==> config.mk <==
export PLATFORM = sky130hd
export DESIGN_NAME = frame_buffer_ctrl
export DESIGN_NICKNAME = d
export VERILOG_FILES = /design/src/rtl/frame_buffer_ctrl.sv
export SDC_FILE = /design/constraint.sdc
export NUM_CORES = 1
export LEC_CHECK = 0
export ABC_CLOCK_PERIOD_IN_PS = 2300
export CORE_MARGIN = 2
export CORE_UTILIZATION = 30
export CTS_CLUSTER_DIAMETER = 100
export CTS_CLUSTER_SIZE = 12
export DETAILED_ROUTE_END_ITERATION = 8
export SLEW_MARGIN = 25
export SYNTH_ARGS = -nofsm -noshare
export SYNTH_HDL_FRONTEND = slang
export SYNTH_SLANG_ARGS = --single-unit
==> constraint.sdc <==
create_clock -name clk -period 2.3 [get_ports clk]
set_input_delay 0.23 -clock clk [delete_from_list [all_inputs] [get_ports clk]]
set_output_delay 0.23 -clock clk [all_outputs]
set_load 0.02 [all_outputs]
==> src/rtl/frame_buffer_ctrl.sv <==
// Capture/playback controller for a simple dual-port frame buffer RAM.
// Writes one frame from a pixel stream, then replays it as a valid/ready stream.
module frame_buffer_ctrl #(
  parameter int unsigned DATA_W       = 16,
  parameter int unsigned ADDR_W       = 10,
  parameter int unsigned FRAME_PIXELS = 1024
) (
  input  logic              clk,
  input  logic              rst_n,
  input  logic              s_valid,
  output logic              s_ready,
  input  logic [DATA_W-1:0] s_data,
  input  logic              s_sof,
  input  logic              rd_start,
  output logic              m_valid,
  input  logic              m_ready,
  output logic [DATA_W-1:0] m_data,
  output logic              m_sof,
  output logic              m_eof,
  output logic              frame_done,
  output logic              err_resync,
  output logic              busy,
  output logic              ram_ena,
  output logic              ram_wea,
  output logic [ADDR_W-1:0] ram_addra,
  output logic [DATA_W-1:0] ram_dia,
  output logic              ram_enb,
  output logic [ADDR_W-1:0] ram_addrb,
  input  logic [DATA_W-1:0] ram_dob
);

  // One extra counter bit so the terminal compare is exact at FRAME_PIXELS == 2**ADDR_W.
  localparam int unsigned     CntW    = ADDR_W + 1;
  localparam logic [CntW-1:0] LastPix = CntW'(FRAME_PIXELS - 1);
  localparam logic [CntW-1:0] NumPix  = CntW'(FRAME_PIXELS);

  typedef enum logic [1:0] {StIdle, StCapture, StFull, StPlayback} state_e;

  state_e          state_q, state_d;
  logic [CntW-1:0] wr_addr_q, wr_addr_d;
  logic [CntW-1:0] rd_addr_q, rd_addr_d;
  logic            m_valid_q, m_valid_d;
  logic            m_sof_q, m_sof_d;
  logic            m_eof_q, m_eof_d;
  logic            frame_done_q, frame_done_d;
  logic            err_resync_q, err_resync_d;

  logic accept, last_beat, issue, eof_hs;

  assign accept    = s_valid & s_ready;
  assign last_beat = (state_q == StCapture) & accept & ~s_sof & (wr_addr_q == LastPix);
  assign issue     = (state_q == StPlayback) & (rd_addr_q < NumPix) & (~m_valid_q | m_ready);
  assign eof_hs    = m_valid_q & m_ready & m_eof_q;

  always_ff @(posedge clk or negedge rst_n) begin
    if (!rst_n) begin
      state_q <= StIdle;
    end else begin
      state_q <= state_d;
    end
  end

  always_comb begin
    state_d = state_q;
    case (state_q)
      StIdle:     if (accept && s_sof) state_d = StCapture;
      StCapture:  if (last_beat) state_d = StFull;
      StFull:     if (rd_start) state_d = StPlayback;
      StPlayback: if (eof_hs) state_d = StIdle;
      default:    state_d = StIdle;
    endcase
  end

  always_comb begin
    s_ready   = (state_q == StIdle) || (state_q == StCapture);
    busy      = (state_q == StCapture) || (state_q == StPlayback);
    ram_ena   = 1'b0;
    ram_addra = '0;
    case (state_q)
      StIdle:    ram_ena = s_valid & s_sof;
      StCapture: begin
        ram_ena   = s_valid;
        ram_addra = s_sof ? '0 : wr_addr_q[ADDR_W-1:0];
      end
      default: ;
    endcase
    ram_wea   = ram_ena;
    ram_dia   = s_data;
    ram_enb   = issue;
    ram_addrb = rd_addr_q[ADDR_W-1:0];
  end

  always_comb begin
    wr_addr_d    = wr_addr_q;
    rd_addr_d    = rd_addr_q;
    m_valid_d    = m_valid_q;
    m_sof_d      = m_sof_q;
    m_eof_d      = m_eof_q;
    frame_done_d = last_beat;
    err_resync_d = (state_q == StCapture) & accept & s_sof;

    if (accept && s_sof) begin
      wr_addr_d = CntW'(1);
    end else if ((state_q == StCapture) && accept) begin
      wr_addr_d = wr_addr_q + CntW'(1);
    end

    if ((state_q == StFull) && rd_start) begin
      rd_addr_d = '0;
    end else if (issue) begin
      rd_addr_d = rd_addr_q + CntW'(1);
    end

    // Flags travel with the issued address; cleared once the last beat drains.
    if (issue) begin
      m_valid_d = 1'b1;
      m_sof_d   = (rd_addr_q == '0);
      m_eof_d   = (rd_addr_q == LastPix);
    end else if (m_valid_q && m_ready) begin
      m_valid_d = 1'b0;
      m_sof_d   = 1'b0;
      m_eof_d   = 1'b0;
    end
  end

  always_ff @(posedge clk or negedge rst_n) begin
    if (!rst_n) begin
      wr_addr_q    <= '0;
      rd_addr_q    <= '0;
      m_valid_q    <= 1'b0;
      m_sof_q      <= 1'b0;
      m_eof_q      <= 1'b0;
      frame_done_q <= 1'b0;
      err_resync_q <= 1'b0;
    end else begin
      wr_addr_q    <= wr_addr_d;
      rd_addr_q    <= rd_addr_d;
      m_valid_q    <= m_valid_d;
      m_sof_q      <= m_sof_d;
      m_eof_q      <= m_eof_d;
      frame_done_q <= frame_done_d;
      err_resync_q <= err_resync_d;
    end
  end

  assign m_valid    = m_valid_q;
  assign m_sof      = m_sof_q;
  assign m_eof      = m_eof_q;
  assign m_data     = ram_dob;
  assign frame_done = frame_done_q;
  assign err_resync = err_resync_q;

endmodule

==> out/metrics.cfg, run 1 <==
[clocking]
cts-buffers-inserted=5
clock_path_buffers=2
postCtsSetupBuffers=0
cts_tree=done
htreeDepth=2
root_buffer=clkbuf_8
cts_hold_buffers=0
clk_latency_ns=0.28
cts.sinks=29
path_clk_slew_ns=0.06

[critical_path]
crit_path_max_incr_delay_ns=0.55
crit_path_end_kind=primary output
critical_path.cell_chain=inv_1, ha_1, or2_2, clkdlybuf4s50_1
cpMaxStageDelayCell=clkdlybuf4s50_1
crit_arrival_ns=1.91
cp_data_required_time_ns=2.07
crit_path_start_kind=flip-flop
critPathKind=reg2out
crit_fanout=4

[sta]
finalHoldViolations=0
hold_slack_ns=0.337
drv_slew=0
clock_skew_ns=0.00662
timing.slew.headroom_pct=63.7
worst_pin_slew_ns=0.544
final.min_clock_period_ns=2.14
grt_setup_unrepaired=no
setup_ws_ns=0.159
setup_viol=0
tns_ns=0
fmaxAchievable_ghz=0.467
min_period_over_period_pct=93.1

[grt]
grt_max_degree=30
globalRouteTotalUtil_pct=10.6
grt_overflow_total=0
grt_pass1_vias=1272
grt_pass1_wl_um=6130
antenna_found_initial=0

[hold_path]
hold_path.class=in2async

[cells_and_area]
stdcell_count=295
utilization_pct=35.0
antennaDiodeCount=0
fin_area_sq_um=2220
nets=264
area_growth_pct=12.8
post_route_cells_drive_above_1_share_pct=8.72

[synth]
ys.flop_type=dfrtp_1
yosysWarnings=0
yosys.area.top_type=dfrtp_1
ys_async_sr_fraction_pct=100
synth_area_sq_um=1970
ys_seq_elements=29
synth_top_area_share_pct=36.9
synth.most_common_cell=buf_4
syn_area_per_cell_sq_um=8.95
synth_edf_count=0
yosys-top-cells-area=dfrtp_1 37%, buf_4 17%, ha_1 5.1%, and2_1 4.1%, nor2_1 3.8%
syn_inst=220
synth_commonest_cells=44 x buf_4, 29 x dfrtp_1, 20 x nor2_1
syn_nets=266
yosysUniqueCellTypes=39
seq_area_frac_synth_pct=36.9

[placed_design]
place_hpwl_um=2810
place_ws_ns=0.235
place_congestion=0.835
dpl.cell_count=287
place_area_sq_um=2090
portBuffers=35

[routing]
drcViolationCount=0
drt-initial-drc-count=70
ant_nets=0
viasPerCell=4.72
num_vias=1392
firstDrtPassIters=4
wl_um=3810
routedWlPerCell_um=12.9

[die]
fp-row-count=29
ioPinCount=100
floorplan.initialDensity_pct=31.0
fp.dieW_um=85.0
dieArea_sq_um=7220
core_region_area_sq_um=6350
die_h_um=85.0

[power]
power_density_nw_per_um2=487
vdd_ir_drop_max_v=0.000178
power_mw=1.08
p_leak_nw=1.13

[flow_run]
cap_violations=0

[outcome]
status=complete, no violations

where the power goes:
part / total, mW / internal (mW) / switching (mW)
Sequential: 0.547 / 0.529 / 0.0178
Clock: 0.420 / 0.237 / 0.184
Combinational: 0.114 / 0.0528 / 0.0609
Total: 1.08 / 0.818 / 0.262
kinds of logic (layout without fill, tap and decap cells):
kind of cell | count (synthesis) | in the layout | synth area share, %
adder cells (fa/ha/maj) | 8 | 8 | 5.09
flip-flops | 29 | 29 | 36.9
multiplexers | 2 | 2 | 1.08
buffers and inverters | 56 | 53 | 19.1
AO/OA/AOI/OAI | 22 | 22 | 7.44
AND/OR/NAND/NOR | 91 | 92 | 25.1
XOR/XNOR | 12 | 12 | 5.34
flip-flops by register name, indices dropped and copies added (netlist names):
name / count
m_sof: 1
wr_addr_q: 11
rd_addr_q: 11
state_q: 2
err_resync: 1
frame_done: 1
m_eof: 1
m_valid: 1
path summary, 6_finish.rpt:
path,startpoint,end,slack (ns),cells after the start
max,state_q[0]$_DFFE_PN0P_,s_ready,0.16,4
min,rst_n,rd_addr_q[0]$_DFFE_PN0P_,0.34,2
max reg2reg,state_q[0]$_DFFE_PN0P_,wr_addr_q[10]$_DFFE_PN0P_,0.29,6
min reg2reg,wr_addr_q[10]$_DFFE_PN0P_,frame_done$_DFF_PN0_,0.49,1
max in group asynchronous,rst_n,wr_addr_q[1]$_DFFE_PN0P_,1.67,2
min in group clk,ram_dob[3],m_data[3],0.46,0
what timing repair did:
| action | CTS | global route |
|---|---|---|
| resized for setup | 1 | 13 |
| cloned | 1 | 0 |
| endpoints found under the hold margin | 0 | 0 |
| endpoints found under the setup margin | 10 | 12 |
cells in the final DEF, fill, tap and decap left out, types with 2 or more instances in the layout:
master and instances:
a21oi_1 7, a32o_1 3, and2_1 13, and2b_2 2, and3_1 2, and4_1 2, buf_4 3, clkbuf_8 6
clkdlybuf4s50_1 23, dfrtp_1 29, dlymetal6s2s_1 12, ha_1 7, inv_1 8, nand2_1 14, nand2b_1 2, nand3_1 10
nand4_1 4, nor2_1 20, nor2b_1 3, nor3_1 5, nor4_1 3, o21a_1 2, o21ai_0 5, or2_2 2
or4_1 3, xnor2_1 7, xor2_1 5
routing by layer:
layer / GRT usage, % / wire [um]
met5: 0 / 0
met4: 5.19 / 70
met3: 3.21 / 202
met2: 15.9 / 1700
met1: 13.8 / 1830
worst max-delay path: cells and delay by family (launching register included):
family	cells	cell delay, ns
adder cells (fa/ha/maj)	1	0.25
buffers and inverters	2	0.65
flip-flops	1	0.38
AND/OR/NAND/NOR	1	0.34
final cells by class:
cell class	instances	area, sq um
multi-input combinational	136	878
tap	77	96.3
timing repair buffer	38	403
sequential	29	726
clock buffer	7	86.3
fill	626	4130
inverter	8	30.0
No activity file was read; power rests on OpenSTA's default activity.
==> inputs of run 2 (changes only) <==
--- a/config.mk
+++ b/config.mk
@@ -11,6 +11,8 @@
 export CTS_CLUSTER_DIAMETER = 100
 export CTS_CLUSTER_SIZE = 12
 export DETAILED_ROUTE_END_ITERATION = 8
+export PLACE_DENSITY = 0.64
+export RECOVER_POWER = 25
 export SLEW_MARGIN = 25
 export SYNTH_ARGS = -nofsm -noshare
 export SYNTH_HDL_FRONTEND = slang
==> out/metrics.cfg, run 2 (synthesis gave the netlist of run 1 again) <==
[outcome]
status=complete, no violations

[sta]
tns_ns=0
hold_slack_ns=0.326
fmaxAchievable_ghz=0.470
finalHoldViolations=0
timing.slew.headroom_pct=70.0
worst_pin_slew_ns=0.450
drv_slew=0
min_period_over_period_pct=92.6
grt_setup_unrepaired=no
final.min_clock_period_ns=2.13
setup_viol=0
clock_skew_ns=0.00606

[cells_and_area]
post_route_cells_drive_above_1_share_pct=9.13
area_growth_pct=13.2
fin_area_sq_um=2230
antennaDiodeCount=0
largest_registers=rd_addr_q x11, wr_addr_q x11, state_q x2
nets=265
final_common_cell=dfrtp_1
final_cell_mix=29 x dfrtp_1, 23 x clkdlybuf4s50_1, 20 x nor2_1

[hold_path]
hold_path.class=in2async

[power]
combPwrFrac_pct=10.7
power_density_nw_per_um2=486
p_leak_nw=1.14
intPower_mw=0.819
p_clk_share_pct=38.8
p_sw_share_pct=24.3
vdd_ir_drop_max_v=0.000240
p_switching_mw=0.263
seqPwrFrac_pct=50.5
power_mw=1.08

[grt]
grtUsageMet1_pct=15.6
use_met2_pct=16.1
grt_pass1_vias=1305
globalRouteTotalUtil_pct=11.4
grt_pass1_wl_um=6490
grt_max_degree=30
grt_overflow_total=0
grt-busiest-layer=met2
antenna_found_initial=0
grt_use_met3_pct=3.40

[die]
fp-row-count=29
floorplan.initialDensity_pct=31.0
ioPinCount=100
die_h_um=85.0
fp.dieW_um=85.0
core_region_area_sq_um=6350
dieArea_sq_um=7220

[clocking]
cts-buffers-inserted=5
cts_tree=done
clk_latency_ns=0.28
clock_path_buffers=2
root_buffer=clkbuf_8
cts.sinks=29
htreeDepth=2
path_clk_slew_ns=0.06

[routing]
firstDrtPassIters=4
drcViolationCount=0
num_vias=1388
viasPerCell=4.69
ant_nets=0
drt-initial-drc-count=97
routedWlPerCell_um=13.3
wl_um=3940

[placed_design]
portBuffers=35
place_hpwl_um=2880
place_congestion=0.779
place_area_sq_um=2100

[flow_run]
cap_violations=0

[critical_path]
cp_data_required_time_ns=2.07
critPathKind=reg2out
crit_path_start_kind=flip-flop
crit_arrival_ns=1.90
timing.critical_path.from=state_q[1]$_DFFE_PN0P_
r2r_start=state_q[0]$_DFFE_PN0P_
crit_path_end_kind=primary output
crit_fanout=8

run 2: changes by cell type in the layout (fill, tap and decap cells not counted), sizes merged:
cell / before / now
buf: 3 / 4
run 2: path summary, 6_finish.rpt:
kind | endpoint | slack (ns) | cells past startpoint
min in group clk | m_data[10] | 0.46 | 0
setup reg to reg | wr_addr_q[10]$_DFFE_PN0P_ | 0.32 | 6
max in group asynchronous | wr_addr_q[9]$_DFFE_PN0P_ | 1.69 | 2
setup / recovery | ram_enb | 0.17 | 4
hold reg to reg | frame_done$_DFF_PN0_ | 0.50 | 1
hold / removal | rd_addr_q[2]$_DFFE_PN0P_ | 0.33 | 2
run 2: stage by stage:
step / utilization (%) / worst slack, ns / cells
after CTS: 34.6 / 0.0259 / 296
after global routing: 35.1 / 0.0517 / 296
final: 35.1 / 0.170 / 296
after floorplan: - / 0.378 / 220
after global placement: 33.1 / 0.230 / 288
after detailed placement: 33.1 / 0.201 / 288
run 2: power groups by stage:
| stage | logic, mW | registers (mW) | clock network (mW) |
|---|---|---|---|
| floorplan | 0.143 | 0.553 | 0 |
| global route | 0.128 | 0.550 | 0.460 |
| detailed placement | 0.119 | 0.557 | 0 |
| CTS | 0.121 | 0.547 | 0.436 |
| finish | 0.115 | 0.547 | 0.420 |
| global placement | 0.116 | 0.556 | 0 |
run 2: layout make-up:
type / count / area [sq um]
timing repair buffer: 39 / 410
clock buffer: 7 / 86.3
fill: 630 / 4120
sequential: 29 / 726
multi-input combinational: 136 / 878
tap: 77 / 96.3
inverter: 8 / 30.0
run 2: repair_timing:
action	CTS	global route
endpoints found under the setup margin	10	12
gates resized for setup	2	12
cloned	1	0
hold buffers	0	0
setup buffers	0	0
run 2: routing by layer:
metal,wire length (um),vias up
li1,-,699
met1,1930,632
met2,1700,44
met3,218,13
met4,93,0
met5,0,-
run 2: worst max-delay path, stage by stage, from the launching register on:
cell	delay, ns
dfrtp_1	0.38
ha_1	0.22
nand2b_1	0.18
nor2_1	0.20
clkdlybuf4s50_1	0.64
==> inputs of run 3 (changes only) <==
--- a/config.mk
+++ b/config.mk
@@ -13,7 +13,7 @@
 export DETAILED_ROUTE_END_ITERATION = 8
 export PLACE_DENSITY = 0.64
 export RECOVER_POWER = 25
-export SLEW_MARGIN = 25
+export SLEW_MARGIN = 20
 export SYNTH_ARGS = -nofsm -noshare
 export SYNTH_HDL_FRONTEND = slang
 export SYNTH_SLANG_ARGS = --single-unit
==> results of run 3 <==
Final layout, timing and power as in run 2 (identical DEF).
